**src/rtl/debounce_scan_ctrl.sv**
```systemverilog
// Shared-counter debouncer: a round-robin scanner walks N synchronized inputs and
// tracks one changed channel at a time with a single stability counter.
module debounce_scan_ctrl #(
    parameter int N      = 4,
    parameter int CH_W   = 2,
    parameter int STABLE = 100,
    parameter int CNT_W  = 8
) (
    input  logic            clk,
    input  logic            reset,
    input  logic [N-1:0]    signal_in,
    output logic [N-1:0]    level_out,
    output logic [N-1:0]    pulse_out,
    output logic            busy,
    output logic [CH_W-1:0] active_ch
);

    typedef enum logic [1:0] {
        IDLE,
        TRACK,
        COMMIT
    } state_t;

    localparam logic [CNT_W-1:0] STABLE_CNT = CNT_W'(STABLE);
    localparam logic [CH_W-1:0]  LAST_CH    = CH_W'(N - 1);

    state_t           state;
    logic [CNT_W-1:0] cnt;
    logic [CH_W-1:0]  ptr;
    logic             cand;
    logic [N-1:0]     sync_meta;
    logic [N-1:0]     sync;
    logic [CH_W-1:0]  next_ptr;

    // Two-flop synchronizer; only the second stage is ever looked at.
    // NOTE: every flop, synchronizer included, clears on the asynchronous reset so the
    // first post-reset scan starts from a known all-zero view of the inputs.
    always_ff @(posedge clk or posedge reset) begin
        if (reset) begin
            sync_meta <= '0;
            sync      <= '0;
        end else begin
            sync_meta <= signal_in;
            sync      <= sync_meta;
        end
    end

    assign next_ptr  = (ptr == LAST_CH) ? '0 : ptr + 1'b1;
    assign active_ch = ptr;

    // NOTE: sequential state uses non-blocking assignments so every branch below reads
    // the pre-edge values of state, cnt, ptr and level_out.
    always_ff @(posedge clk or posedge reset) begin
        if (reset) begin
            state     <= IDLE;
            cnt       <= '0;
            ptr       <= '0;
            cand      <= 1'b0;
            level_out <= '0;
            pulse_out <= '0;
            busy      <= 1'b0;
        end else begin
            pulse_out <= '0;
            case (state)
                IDLE: begin
                    if (sync[ptr] != level_out[ptr]) begin
                        cand  <= sync[ptr];
                        cnt   <= CNT_W'(1);
                        busy  <= 1'b1;
                        state <= TRACK;
                    end else begin
                        ptr <= next_ptr;
                    end
                end
                TRACK: begin
                    if (sync[ptr] != cand) begin
                        // Glitch: give up and move on so a chattering input cannot hog the counter.
                        cnt   <= '0;
                        ptr   <= next_ptr;
                        busy  <= 1'b0;
                        state <= IDLE;
                    end else if (cnt == STABLE_CNT) begin
                        // Pulse is registered together with the COMMIT state, so it lasts exactly that cycle.
                        pulse_out[ptr] <= cand;
                        state          <= COMMIT;
                    end else begin
                        cnt <= cnt + 1'b1;
                    end
                end
                COMMIT: begin
                    level_out[ptr] <= cand;
                    cnt            <= '0;
                    ptr            <= next_ptr;
                    busy           <= 1'b0;
                    state          <= IDLE;
                end
                default: begin
                    cnt   <= '0;
                    busy  <= 1'b0;
                    state <= IDLE;
                end
            endcase
        end
    end

endmodule

```
**config.mk**
```make
export PLATFORM = sky130hd
export DESIGN_NAME = debounce_scan_ctrl
export DESIGN_NICKNAME = d
export VERILOG_FILES = /design/src/rtl/debounce_scan_ctrl.sv
export SDC_FILE = /design/constraint.sdc
export NUM_CORES = 1
export LEC_CHECK = 0
export ABC_CLOCK_PERIOD_IN_PS = 2000
export CORE_MARGIN = 4
export CORE_UTILIZATION = 52
export CTS_BUF_LIST = sky130_fd_sc_hd__clkbuf_8
export DETAILED_ROUTE_END_ITERATION = 10
export HOLD_SLACK_MARGIN = 0.03
export PLACE_DENSITY = 0.77
export SLEW_MARGIN = 10
export SYNTH_ARGS = -nofsm -noshare
export SYNTH_HDL_FRONTEND = slang
export SYNTH_SLANG_ARGS = --single-unit
```
**constraint.sdc**
```tcl
create_clock -name clk -period 2 [get_ports clk]
set_input_delay 0.4 -clock clk [delete_from_list [all_inputs] [get_ports clk]]
set_output_delay 0.4 -clock clk [all_outputs]
set_load 0.01 [all_outputs]
```
---- Yosys cells after proc, flatten, opt, wreduce, memory -nomap -nowiden ----
Index checks and enable logic that the tools add are counted.
cells by class
  equality and inequality tests ........... 11
  $add $sub $neg .......................... 2
  order comparisons ....................... 2
  bitwise gates (word level) .............. 1
  muxes and demuxes ....................... 25
  reductions and logical operators ........ 8
operator list
  operator               count
  $mux W8                3
  $pmux W8 S2            1
  $mux W2                6
  $mux W4                3
  $add A8 B1 Y8 const B  1
  $eq A8 B7 Y1 const B   1
  $reduce_and A2 Y1      4
  $ne A2 B2 Y1 const B   3
  $ne A3 B3 Y1 const B   2
  $pmux W2 S3            1
  $mux W1                5
  $and A4 B4 Y4          1
  $bmux W1 S2            2
  $bwmux W4              1
  $eq A2 B2 Y1 const B   2
  $pmux W2 S2            1
  $lt A2 B3 Y1 const B   1
  $reduce_and A3 Y1      1
  $reduce_bool A3 Y1     1
  $add A2 B1 Y2 const B  1
  $demux W1 S2           1
  $eq A2 B1 Y1 const B   1
  $ge A2 B1 Y1 const B   1
  $logic_not A2 Y1       1
  3 further kinds        4
storage, ports and cells
  bits in registers ....................... 30
  word-level logic and storage cells ...... 58

---- Depth between registers and ports, before layout ----
Gate-level depths: netlist of run 1.
  depth in word-level cells ............... 8
  mapped depth ............................ 8
  mapped depth without buffers ............ 7

---- Worst setup path before layout of run 1 ----
OpenSTA, ideal clock, no wires.
  path kind ............................... register to register
  start point ............................. register ptr[0] (netlist: active_ch[0])
  end point ............................... register ptr[0] (netlist: active_ch[0])
  data required time ...................... 1.875 ns
  stages on the path, launching flop included .. 7
  buffers on the path ..................... 1
  setup slack ............................. -0.040 ns
  data arrival time ....................... 1.915 ns
  cell sequence ........................... dfrtp_1 -> mux4_2 -> xnor2_2 -> and2_1 -> buf_6 -> a21oi_4 -> mux2_4
on the way
  cells in the longest elaborated chain, start to end .. 5
  elaborated cells on any way between the ends .. 15
ends and longest elaborated chain
  element                          RTL line  text
  start: declaration               29        logic [CH_W-1:0] ptr;
  start signal: assignment         72        ptr <= next_ptr;
  start signal: assignment         79        ptr <= next_ptr;
  start signal: assignment         93        ptr <= next_ptr;
  $bmux W1 S2 (on tied branches)   66, 76
  $mux W1 (on tied branches)       66, 76
  $ne A1 B1 Y1 (on tied branches)  66, 76
  $ne A2 B2 Y1 (no line)           n/a
  $reduce_and A3 Y1 (no line)      n/a
Parallel ways exist; a longest one is shown, timed or not. The select of a mux whose other input is x is not followed.
A chain may end at the register's enable or synchronous reset.

---- Worst setup path in the final report of run 1 ----
Same ends and word-level chain as after synthesis.

==> flow_metrics.py, run 1 <==
metrics = {
    "clock_network": {
        "path_clk_slew_ns": 0.07,
        "clockBufferDepth": 2,
        "clock_sinks": 30,
        "cts_tree": "built",
        "clock-root-buffer": "clkbuf_8",
        "cts_buffers": 5,
        "clkLatencyLatePin_ns": 0.28,
        "htree_num_levels": 2,
        "cts_setup_buffers": 0,
    },
    "grt": {
        "grt_max_degree": 31,
        "antenna_found_initial": 0,
        "gr-total-overflow": 0,
        "grt_pass1_vias": 1137,
        "grt_usage_pct": 16.1,
        "grt_pass1_wl_mm": 4.99,
    },
    "placed_design": {
        "port_buffers": 16,
        "hpwlAfterDp_mm": 2.08,
        "gp_congestion": 0.843,
        "placedCellCount": 183,
    },
    "cells_and_area": {
        "fillers": 227,
        "multi_input_area_um2": 729,
        "drive_gt1_share_pct": 17.5,
        "syn2layout_area_growth_pct": 18.2,
        "instances_no_fill": 191,
        "fin_nets": 174,
        "ff_latch_area_um2": 752,
        "n_antenna_cell": 0,
    },
    "route": {
        "drc_errors": 0,
        "vias": 1068,
        "wire_per_inst_um": 14.7,
        "ant_nets": 0,
        "first_pass_iters": 4,
        "drtIter0Drc": 65,
        "routed_wl_mm": 2.81,
        "via_per_inst": 5.59,
    },
    "pwr": {
        "p_per_area_nw_per_um2": 1170,
        "p_leak_nw": 0.845,
        "ir_drop_uv": 751,
    },
    "flow_run": {
        "max-cap-violations": 0,
    },
    "sta": {
        "setup_tns_ns": 0,
        "period_share_pct": 95.5,
        "relSlewSlack_pct": 75.6,
        "finalClockSkew_ns": 0.0115,
        "max_freq_mhz": 524,
        "final-setup-viol-count": 0,
        "fin_crit_ns": 1.91,
        "drv_slew": 0,
        "rsz0062_at_grt": "no",
        "worst_pin_slew_ns": 0.367,
        "hold_viol": 0,
    },
    "logic_synthesis": {
        "syn_avg_cell_area_um2": 11.2,
        "synth_common_cells": "30 x dfrtp_1, 11 x nand2_1, 10 x a21oi_1, 10 x inv_1, 9 x ha_1",
        "yosysWarnings": 0,
        "syn_nets": 153,
        "ys_types": 35,
        "ys_seq_area_share_pct": 48.5,
        "synth_edf_count": 0,
        "yosys.area.top_type_share_pct": 48.5,
        "synth.most_common_cell": "dfrtp_1",
        "synthArstFlopShare_pct": 100,
        "synth_area_leaders": "dfrtp_1 48%, ha_1 7.3%, mux2_2 3.6%, a21oi_1 3.2%, mux4_2 2.9%",
        "synth_area_um2": 1550,
        "yosys.area.top_type": "dfrtp_1",
        "synth_ff_type": "dfrtp_1",
        "synth_seq_cells": 30,
        "synth_cells": 138,
    },
    "critical_path": {
        "critical_path.endpoint_type": "flip-flop",
        "path_max_fanout": 13,
        "required_ns": 2.17,
        "r2r_cells": 5,
        "worstPathArrival_ns": 2.08,
        "worstSetupStartpointType": "flip-flop",
        "crit_type": "flip-flop to flip-flop",
    },
    "status": {
        "status": "finished, final reports clean",
    },
    "floorplanning": {
        "fp.dieW_um": 62.6,
        "core_area_um2": 2810,
        "fp.dieH_um": 62.6,
        "initial_utilization_pct": 55.2,
        "die_area_um2": 3920,
        "io_pins": 17,
        "rows": 19,
    },
    "min_path": {
        "worstHoldPathCells": 0,
        "hold_class": "flip-flop to flip-flop",
    },
}
[layout make-up]
cell class                      count  area share, %
Tap cell                           31           2.12
Timing Repair Buffer               20           10.4
Sequential cell                    30           41.1
Clock inverter                      3          0.752
Multi-Input combinational cell     92           39.8
Inverter                           10           2.05
Clock buffer                        5           3.76
[final timing paths]
check | start | endpoint | slack, ns
worst max-delay path | active_ch[0] | active_ch[0] | 0.09
max in group asynchronous | reset | active_ch[0] | 1.23
worst min-delay path | sync_meta[0] | sync[0] | 0.35
min in group asynchronous | reset | cnt[1] | 0.49
worst max register to register | active_ch[0] | active_ch[0] | 0.09
worst min register to register | sync_meta[0] | sync[0] | 0.35
[repair_timing]
| item | in CTS | in global routing |
|---|---|---|
| hold buffers | 0 | 0 |
| gates resized for setup | 0 | 3 |
| setup endpoints to repair | 0 | 3 |
[through the flow]
stage          total power, mW  utilization [%]  worst slack (ns)  cell area, um^2  hold WS, ns
2_1_floorplan             1.46                -            0.0374             1550        0.331
3_3_place_gp              1.64             62.0             0.147             1740        0.336
3_5_place_dp              1.68             62.0             0.102             1740        0.340
4_1_cts                   2.13             64.9            0.0915             1820        0.353
5_1_grt                   2.30             65.3           0.00715             1830        0.365
6_report                  2.14             65.3            0.0906             1830        0.350
[kinds of logic (layout without fill, tap and decap cells)]
group           after synthesis  after routing  share of synthesized area (%)
flops                        30             30                           48.5
mux                          11             11                           10.8
simple gates                 39             39                           13.3
xor+xnor                      5              5                           3.31
buf+inv                      16             38                           5.09
fa+ha+maj                     9              9                           7.27
compound gates               28             28                           11.7
[worst max-delay path: stages (launching register included)]
cell and delay (ns):
dfrtp_2 0.43, inv_1 0.18, mux4_2 0.61, nand2_4 0.19, a21oi_4 0.08, mux2_4 0.30
[metal layers]
metal	up-vias	track usage, %	share of wire, %
met5	-	0	0
met4	0	7.16	1.3
met3	6	5.04	4.7
met2	26	27.8	50
met1	522	18.0	44
li1	514	-	-
[placed cells by master, fill, tap and decap left out, drive strengths merged, types with 2 or more instances in the layout]
| cell | netlist | layout |
|---|---|---|
| clkbuf | 1 | 5 |
| mux2 | 7 | 7 |
| nand3 | 2 | 2 |
| dfrtp | 30 | 30 |
| a21oi | 11 | 11 |
| nor2 | 7 | 7 |
| nor3 | 3 | 3 |
| o22ai | 2 | 2 |
| clkdlybuf4s50 | 0 | 16 |
| and2 | 5 | 5 |
| nand2 | 12 | 12 |
| inv | 10 | 11 |
| nor2b | 2 | 2 |
| mux4 | 3 | 3 |
| a22o | 4 | 4 |
| clkinv | 0 | 2 |
| buf | 5 | 4 |
| ha | 9 | 9 |
| o21ai | 7 | 7 |
| and3 | 5 | 5 |
| xnor2 | 5 | 5 |
[flip-flops by register name, summed over array words and instances, names as in the netlist]
name,cells
state,2
busy,1
sync,4
cnt,8
level_out,4
sync_meta,4
pulse_out,4
cand,1
active_ch,2
[power breakdown]
group | total [mW] | leakage (nW) | switching, mW | internal (mW)
clock | 0.452 | 0.0491 | 0.217 | 0.235
combinational | 0.941 | 0.413 | 0.494 | 0.447
sequential | 0.745 | 0.383 | 0.0615 | 0.684
total | 2.14 | 0.845 | 0.772 | 1.37
Power figures use the tool's default switching activity.
==> run 2, diff against run 1 <==
CAP_MARGIN = 25   (was not set)
==> results of run 2 <==
Final layout, timing and power as in run 1 (identical DEF).
==> run 3, diff against run 2 <==
ABC_CLOCK_PERIOD_IN_PS = 1900   (was 2000)
CORE_UTILIZATION = 58   (was 52)
PLACE_DENSITY = 0.82   (was 0.77)
clock period = 1.9 ns   (was 2 ns; I/O delays follow)
==> flow_metrics.py, run 3 (synthesis results as in run 1) <==
metrics = {
    "pwr": {
        "ir_drop_uv": 824,
        "p_leak_nw": 0.920,
        "power.total_mw": 2.50,
        "p_per_area_nw_per_um2": 1290,
    },
    "status": {
        "status": "finished, final reports clean",
    },
    "grt": {
        "gr-total-overflow": 0,
        "grt_max_degree": 31,
        "grt_pass1_wl_mm": 5.30,
        "antenna_found_initial": 0,
        "grt_pass1_vias": 1169,
        "grt_usage_pct": 20.3,
    },
    "floorplanning": {
        "fp.dieW_um": 59.7,
        "io_pins": 17,
        "die_area_um2": 3560,
        "core_area_um2": 2520,
        "initial_utilization_pct": 61.4,
        "rows": 18,
        "fp.dieH_um": 59.7,
    },
    "cells_and_area": {
        "drive_gt1_share_pct": 24.3,
        "largest_reg_flops": 8,
        "syn2layout_area_growth_pct": 25.0,
        "regMostFlops": "cnt",
        "final_common_cell": "dfrtp_1",
        "n_antenna_cell": 0,
        "fin_area_um2": 1940,
        "most-common-layout-cells": "29 x dfrtp_1, 16 x buf_4, 15 x clkdlybuf4s50_1",
        "fin_nets": 187,
        "instances_no_fill": 203,
    },
    "critical_path": {
        "path_max_fanout": 6,
        "slowest_delay_ns": 0.53,
        "crit_start": "active_ch[0]",
        "worstSetupStartpointType": "flip-flop",
        "crit_chain": "mux4_2 > xnor2_2 > and2_4 > a21oi_4 > mux2_4",
        "worstPathArrival_ns": 2.03,
        "crit_type": "flip-flop to flip-flop",
        "r2r_slack_ns": 0.04,
        "timing.rr.start": "active_ch[0]",
        "required_ns": 2.07,
        "r2r_cells": 5,
        "slowest_stage": "mux4_2",
        "critical_path.endpoint_type": "flip-flop",
        "timing.rr.end": "active_ch[1]",
    },
    "clock_network": {
        "htree_num_levels": 2,
        "path_clk_slew_ns": 0.07,
        "cts_tree": "built",
        "clock_sinks": 30,
        "clockBufferDepth": 2,
        "clock-root-buffer": "clkbuf_8",
        "cts_buffers": 5,
        "clkLatencyLatePin_ns": 0.28,
    },
    "sta": {
        "setup_tns_ns": 0,
        "drv_slew": 0,
        "rsz0062_at_grt": "no",
        "finalClockSkew_ns": 0.00886,
        "relSlewSlack_pct": 71.1,
        "hold_viol": 0,
        "worst_pin_slew_ns": 0.434,
        "layout_setup_ws_ns": 0.0373,
        "max_freq_mhz": 537,
        "final-setup-viol-count": 0,
        "period_share_pct": 98.0,
        "fin_crit_ns": 1.86,
    },
    "min_path": {
        "worstHoldPathCells": 0,
        "hold_class": "flip-flop to flip-flop",
        "worstHoldStart": "sync_meta[1]",
        "hold-path-endpoint": "sync[1]",
    },
    "route": {
        "first_pass_iters": 4,
        "via_per_inst": 5.78,
        "vias": 1173,
        "drtIter0Drc": 27,
        "m1WireLength_mm": 1.42,
        "wl_met3_um": 164,
        "ant_nets": 0,
        "top_layer": "met4",
        "wl_met2_mm": 1.56,
        "routed_wl_mm": 3.24,
        "drc_errors": 0,
        "wire_per_inst_um": 16.0,
    },
    "placed_design": {
        "hpwlAfterDp_mm": 2.22,
        "pre_cts_slack_ns": -0.0304,
        "dpl_cell_area_um2": 1800,
        "port_buffers": 16,
        "gp_congestion": 0.840,
        "placedCellCount": 191,
    },
    "flow_run": {
        "max-cap-violations": 0,
    },
}
[run 3: cell count changes in the layout (fill, tap and decap cells not counted), sizes merged]
cell / change
clkbuf: +1
buf: +12
nand2: +1
dlymetal6s2s: +1
clkinv: -1
clkdlybuf4s50: -1
[run 3: through the flow]
| stage | hold WS (ns) | util, % |
|---|---|---|
| after CTS | 0.354 | 75.5 |
| after global placement | 0.337 | 71.5 |
| after detailed placement | 0.341 | 71.5 |
| after global routing | 0.366 | 76.7 |
| final | 0.351 | 76.7 |
| after floorplan | 0.331 | - |
[run 3: power breakdown]
part	total (mW)	internal, mW	switching [mW]
Combinational	1.20	0.584	0.617
Sequential	0.778	0.720	0.0581
Clock	0.521	0.286	0.234
[run 3: worst max-delay path: cells and delay by family, from the launching register on]
kind	cells	cell delay, ns
xor+xnor	1	0.17
mux	2	0.85
compound gates	1	0.15
simple gates	1	0.18
flops	1	0.39
[run 3: timing repair]
| action | 4_1_cts | 5_1_grt |
|---|---|---|
| resized for setup | 2 | 4 |
| hold buffers | 0 | 0 |
| buffers inserted | 1 | 2 |
| cloned | 0 | 1 |
| pin swaps | 0 | 1 |
| setup endpoints to repair | 2 | 14 |
[run 3: cell type report]
| type | instances | area (um^2) |
|---|---|---|
| clock buffer | 6 | 82.6 |
| clock inverter | 2 | 8.76 |
| fill | 161 | 587 |
| inverter | 10 | 37.5 |
| multi-input combinational | 93 | 734 |
| sequential | 30 | 752 |
| tap | 30 | 37.5 |
| timing repair buffer | 32 | 283 |
[run 3: routing by layer]
layer	vias up	global-route usage, %
li1	541	-
met1	576	25.5
met2	39	33.3
met3	17	4.97
met4	0	8.86
met5	-	0
[run 3: worst max path at each step]
stage,to,slack (ns),depth (start not counted)
after floorplan,active_ch[0],-0.05,6
after global placement,active_ch[0],0.04,5
after detailed placement,active_ch[1],-0.03,5
after CTS,active_ch[1],0.02,6
after global routing,active_ch[0],0.0003,5
final,active_ch[1],0.04,5
